File: config.mk
export PLATFORM = sky130hd
export DESIGN_NAME = block_adder_ctrl
export DESIGN_NICKNAME = d
export VERILOG_FILES = /design/src/rtl/block_adder_ctrl.sv
export SDC_FILE = /design/constraint.sdc
export NUM_CORES = 1
export LEC_CHECK = 0
export CAP_MARGIN = 30
export CORE_ASPECT_RATIO = 2
export CORE_MARGIN = 4
export CORE_UTILIZATION = 63
export DETAILED_ROUTE_END_ITERATION = 8
export GPL_ROUTABILITY_DRIVEN = 0
export PLACE_DENSITY = 0.95
export REMOVE_ABC_BUFFERS = 1
export SLEW_MARGIN = 20
export SYNTH_ARGS = -nofsm -noshare
export SYNTH_HDL_FRONTEND = slang
export SYNTH_SLANG_ARGS = --single-unit
File: constraint.sdc
create_clock -name clk -period 4.32 [get_ports clk]
set_input_delay 0.432 -clock clk [delete_from_list [all_inputs] [get_ports clk]]
set_output_delay 0.432 -clock clk [all_outputs]
set_load 0.01 [all_outputs]
File: src/rtl/block_adder_ctrl.sv
`default_nettype none
// ============================================================================
// Module      : block_adder_ctrl
// Description : Sequencer for the 9-lane block adder. Pairs one branch-A beat
//               with one branch-B beat, enables the adder output register,
//               tracks that register as a 1-deep valid/ready stage, counts a
//               programmed number of words per tile and pulses done.
// Revision    : 1.0 - initial release
// ============================================================================
module block_adder_ctrl #(
  parameter int CW = 16
) (
  input  logic          clk,
  input  logic          rst_n,
  input  logic          i_start,
  input  logic [CW-1:0] i_num_words,
  input  logic          i_abort,
  input  logic          i_a_valid,
  output logic          o_a_ready,
  input  logic          i_b_valid,
  output logic          o_b_ready,
  output logic          o_add_en,
  output logic          o_out_valid,
  input  logic          i_out_ready,
  output logic          o_busy,
  output logic          o_done
);

  typedef enum logic [1:0] {
    S_IDLE  = 2'd0,
    S_RUN   = 2'd1,
    S_DRAIN = 2'd2
  } state_t;

  localparam logic [CW-1:0] c_ONE = {{(CW-1){1'b0}}, 1'b1};

  state_t        r_state;
  logic [CW-1:0] r_num_words;
  logic [CW-1:0] r_in_cnt;
  logic [CW-1:0] r_out_cnt;
  logic          r_out_valid;
  logic          r_done;

  logic          w_slot_free;
  logic          w_fire;
  logic          w_out_hs;
  logic          w_last_in;
  logic          w_last_out;

  // The output register can take a new sum if it is empty or being drained
  // this very cycle; A and B are only ever consumed together.
  assign w_slot_free = !r_out_valid || i_out_ready;
  assign w_fire      = (r_state == S_RUN) && i_a_valid && i_b_valid && w_slot_free;
  assign w_out_hs    = r_out_valid && i_out_ready;
  assign w_last_in   = (r_in_cnt  == (r_num_words - c_ONE));
  assign w_last_out  = (r_out_cnt == (r_num_words - c_ONE));

  assign o_a_ready   = w_fire;
  assign o_b_ready   = w_fire;
  assign o_add_en    = w_fire;
  assign o_out_valid = r_out_valid;
  assign o_busy      = (r_state != S_IDLE);
  assign o_done      = r_done;

  // Tile sequencing, output-stage occupancy and word counting.
  always_ff @(posedge clk or negedge rst_n) begin
    if (!rst_n) begin
      r_state     <= S_IDLE;
      r_num_words <= '0;
      r_in_cnt    <= '0;
      r_out_cnt   <= '0;
      r_out_valid <= 1'b0;
      r_done      <= 1'b0;
    end else begin
      r_done <= 1'b0;
      if (i_abort) begin
        // Abandon wins over everything, including a simultaneous start.
        r_state     <= S_IDLE;
        r_out_valid <= 1'b0;
        r_in_cnt    <= '0;
        r_out_cnt   <= '0;
      end else begin
        // A new sum overrides a drain in the same cycle (back-to-back flow).
        if (w_fire) begin
          r_out_valid <= 1'b1;
        end else if (i_out_ready) begin
          r_out_valid <= 1'b0;
        end

        case (r_state)
          S_IDLE: begin
            if (i_start) begin
              r_num_words <= i_num_words;
              r_in_cnt    <= '0;
              r_out_cnt   <= '0;
              if (i_num_words == '0) begin
                r_done <= 1'b1;
              end else begin
                r_state <= S_RUN;
              end
            end
          end
          S_RUN, S_DRAIN: begin
            if (w_fire) begin
              r_in_cnt <= r_in_cnt + c_ONE;
              if (w_last_in) begin
                r_state <= S_DRAIN;
              end
            end
            if (w_out_hs) begin
              r_out_cnt <= r_out_cnt + c_ONE;
              if (w_last_out) begin
                r_done  <= 1'b1;
                r_state <= S_IDLE;
              end
            end
          end
          default: r_state <= S_IDLE;
        endcase
      end
    end
  end

endmodule
`default_nettype wire
; ---- Word-level counts from Yosys, hierarchy flattened
; Cells that the tools add are included.
; Widths: inputs -> output; s select.
[word_totals]
elab_cells = 58
register_bits = 52
[classes]
mux = 24
bitwise = 1
reduce_logical = 16
n_addsub = 3
eq_ne = 8
[ops]
columns = cell, count
row1 = $mux 16, 5
row2 = $pmux 16 s2, 2
row3 = $add 16x1->16 const B, 2
row4 = $eq 16x16->1, 2
row5 = $logic_not 16->1, 1
row6 = $sub 16x1->16 const B, 1
row7 = $mux 2, 7
row8 = $ne 3x3->1 const B, 4
row9 = $reduce_and 3->1, 3
row10 = $mux 1, 8
row11 = $reduce_bool 3->1, 2
row12 = $logic_and 1x1->1, 4
row13 = $pmux 2 s2, 1
row14 = $eq 2x1->1 const B, 1
row15 = $eq 2x2->1 const B, 1
row16 = $logic_not 2->1, 1
row17 = $pmux 1 s2, 1
row18 = $reduce_and 2->1, 1
row19 = $reduce_bool 2->1, 1
row20 = $reduce_or 2->1, 1
row21 = $logic_not 1->1, 1
row22 = $logic_or 1x1->1, 1
row23 = $not 1->1, 1

; ---- Depth between registers and ports, before layout
[logic_depth]
ltp_word = 9
ltp_mapped = 12
ltp_nobuf = 10

; ---- Worst setup path after synthesis
; Ideal clock, no wire load.
[synth_path]
path_type = register to register
start = register r_num_words[0]
end = register r_state[1]
required_ps = 4200
path_stages_with_launch = 13
arrival_time_ps = 2525
path_buffers = 2
path_slack_ps = 1675
path_cell_list = dfrtp_1 -> buf_2 -> inv_1 -> ha_1 -> or3b_1 -> clkbuf_1 -> nor4_1 -> xnor2_1 -> xnor2_1 -> a2111oi_0 -> and4b_1 -> nor3_2 -> o22a_2
[synth_between]
elab_chain_len = 8
word_cells_on_any_way = 9
classes_between = add/sub: 1 / eq/ne: 2 / mux: 6
[synth_lines]
columns = item, line
row1 = "start, declared", 38  ; logic [CW-1:0] r_num_words;
row2 = "start signal, assigned", 93  ; r_num_words <= i_num_words;
row3 = $sub 16x1->16 *, "55, 56"
row4 = $eq 16x16->1, 55  ; assign w_last_in = (r_in_cnt == (r_num_words - c_ONE));
row5 = $mux 2, 106  ; if (w_last_in) begin
row6 = $mux 2, 104  ; if (w_fire) begin
row7 = $mux 2, 112  ; if (w_last_out) begin
row8 = $mux 2 *, 110  ; if (w_out_hs) begin
row9 = $pmux 2 s2 *, 90  ; case (r_state)
row10 = $mux 2 *, 76  ; if (i_abort) begin
row11 = "end signal, assigned", 78  ; r_state <= S_IDLE;
row12 = "end signal, assigned", 114  ; r_state <= S_IDLE;
row13 = "end signal, assigned", 118  ; default: r_state <= S_IDLE;
row14 = "end, declared", 37  ; state_t r_state;
; Every way passes the cells marked *; elsewhere a longest branch is shown, timed or not.
; A chain may end at the register's enable or synchronous reset.

; ---- Worst setup path after layout
; Ends and elaborated chain as after synthesis.

==> impl_metrics.ini <==
[critical_path]
arrival_ns = 3.33
slowest_delay_ns = 0.49
path_class = reg -> reg
path_cells = inv_1 -> ha_1 -> or3b_1 -> nor4_1 -> xnor2_1 -> xnor2_1 -> a2111oi_0 -> and4b_1 -> nor3_2 -> o22a_2
crit_path_end_kind = flip-flop
path_max_fanout = 8
startpoint_type = flip-flop
critPathSlowestCell = dfrtp_1
worst_ep_required_time_ns = 4.54
cpMostUsedCell = xnor2_1
ff2ff_path_depth = 10

[clocking]
ctsResizeCount = 0
cts_buffer_depth = 2
clock_sinks = 52
clk_latency_ns = 0.32
cts_tree = done
clkTransAtPathRegs_ns = 0.10
htree_levels = 2
cts_hold_buffers = 0
cts_buffers = 5
post_cts_buffers = 0
cts_root_buf = clkbuf_8

[sta]
tightest_slew_ns = 0.9030
hold_ws_ns = 0.2126
fin_crit_ns = 3.108
setup_tns_ns = 0
setup_viol = 0
fmax_mhz = 321.7
skew_ns = 0.01317
slew_headroom_pct = 39.62
period_share_pct = 71.95
drv_slew = 0
rsz0062_at_grt = no
hold_viol_final = 0

[yosys]
synth_ff_type = dfrtp_1
yosysWarningCount = 0
synth-adder-area-share_pct = 2.137
synth-simple-area-share_pct = 23.93
synth.avg_cell_area_um2 = 8.940
ys_top_cells_by_area = dfrtp_1 37%, xnor2_1 9.0%, mux2_2 5.1%
netlist.area_leader.share_pct = 37.04
synth_compound_area_share_pct = 13.53
synth_edf_count = 0
seq_area_frac_synth_pct = 37.04
synth_area_mm2 = 0.003513
yosys.area_share.xor_xnor_pct = 13.21
async_flop_share_pct = 100.0
synthCells = 393
synth_seq_cells = 52
synth_top_family_by_area = simple AND/OR/NAND/NOR gates
synthMuxAreaShare_pct = 5.698
ys_types = 58
synth_top_cell_by_area = dfrtp_1

[floorplan]
start_util_pct = 64.82
fp.dieArea_mm2 = 0.006908
ios = 29
dieWidth_um = 60.81
fp.dieH_um = 113.6
std_cell_rows = 38
core-area_mm2 = 0.005420

[layout]
layout_commonest_cell = dfrtp_1
area_delta_synth_final_pct = 10.19
multi_input_area_mm2 = 0.002056
layout_common_cells = 52 x dfrtp_1, 37 x nor2_1, 36 x xnor2_1
drive_gt1_share_pct = 9.091
fillCellCount = 387
final_cell_area_mm2 = 0.003871
regArea_mm2 = 0.001301
fin_util_pct = 71.42
layout.nets = 435
diodes = 0

[detailed_routing]
via_per_inst = 6.550
drtAntennaViolNets = 0
route.detailed.drc = 0
wl_per_cell_um = 18.18
dr.pass1.iters = 4
drt_wl_total_um = 8492
via_count = 3059
first_iter_violations = 135

[global_routing]
grt_use_met2_pct = 45.03
gr-usage-met3_pct = 5.323
gr-total-overflow = 0
top_usage_layer = met2
met1_usage_pct = 29.82
grt_pass1_wl_um = 14130
antenna_found_initial = 0
grt_max_degree = 53
track_usage_pct = 27.01
grt_pass1_vias = 2980

[power_and_ir_drop]
p_per_area_mw_per_mm2 = 400.4
max-vdd-ir-drop_uv = 333.8
total_power_w = 0.001550
power.leakage_nw = 1.499

[placed_design]
dp.final_hpwl_um = 6457
placed_area_mm2 = 0.003760
port_buffers = 28

[min_path]
hold_class = in -> async

[outcome]
status = completed

[job]
drv_cap = 0
-- path summary, 6_finish.rpt --
path	startpoint	slack, ns	endpoint
min in group clk	r_state[1]	0.56	r_state[1]
max reg2reg	r_num_words[0]	1.21	r_state[1]
max	r_num_words[0]	1.21	r_state[1]
min	rst_n	0.21	o_done
min reg2reg	r_state[1]	0.56	r_state[1]
max in group asynchronous	rst_n	3.66	r_num_words[14]
-- synth_stat cells (3+ instances only) --
library cell	number
nor2b_1	4
nand3_1	18
and4_1	3
or3_1	6
a31oi_1	3
buf_4	4
nor2_1	37
mux2_2	16
a21oi_1	17
xor2_1	17
ha_1	6
xnor2_1	36
nor3_1	8
inv_1	12
nand2b_1	6
nand4_1	8
dfrtp_1	52
nand2_1	26
and3_1	6
a211oi_1	4
o21ai_0	30
nand3b_1	6
nor4_1	9
clkbuf_1	14
-- worst max-delay path: cells and delay by family, from the launching register on --
family,cells,cell delay [ns]
AND/OR/NAND/NOR,4,1.17
AO/OA/AOI/OAI,2,0.60
XOR/XNOR,2,0.42
buffers and inverters,1,0.10
adder cells (fa/ha/maj),1,0.23
flip-flops,1,0.49
-- sequential cells by signal, indices dropped and copies added, names as in the netlist --
register and cells:
o_done 1, r_num_words 16, o_out_valid 1, r_in_cnt 16, r_state 2, r_out_cnt 16
-- logic make-up after synthesis --
group / count (synthesis)
simple gates: 152
flops: 52
buf+inv: 35
mux: 18
fa+ha+maj: 6
compound gates: 77
xor+xnor: 53
-- report_power, final --
| group | leakage (nW) | switching [W] | internal, W | total [W] |
|---|---|---|---|---|
| logic | 0.756 | 0.000267 | 0.000253 | 0.000519 |
| clock network | 0.0541 | 0.000169 | 0.000172 | 0.000341 |
| registers | 0.689 | 0.000146 | 0.000544 | 0.000690 |
| total | 1.50 | 0.000582 | 0.000968 | 0.00155 |
-- per-layer routing --
layer	vias up	routed length [µm]
met4	0	562
met2	124	4560
met5	-	0
li1	1434	-
met3	43	424
met1	1458	2945
-- stage by stage --
step | cells | setup WS (ns)
2_1_floorplan | 370 | 1.704
3_3_place_gp | 459 | 1.220
3_5_place_dp | 459 | 1.118
4_1_cts | 467 | 1.214
5_1_grt | 467 | 0.9322
6_report | 467 | 1.212
-- layout make-up --
class	instances	area share, %
tap	60	1.939
sequential	52	33.61
clock buffer	5	1.778
multi-input combinational	306	53.10
clock inverter	3	1.099
timing repair buffer	29	7.304
inverter	12	1.164
No activity file was read; power rests on OpenSTA's default activity.
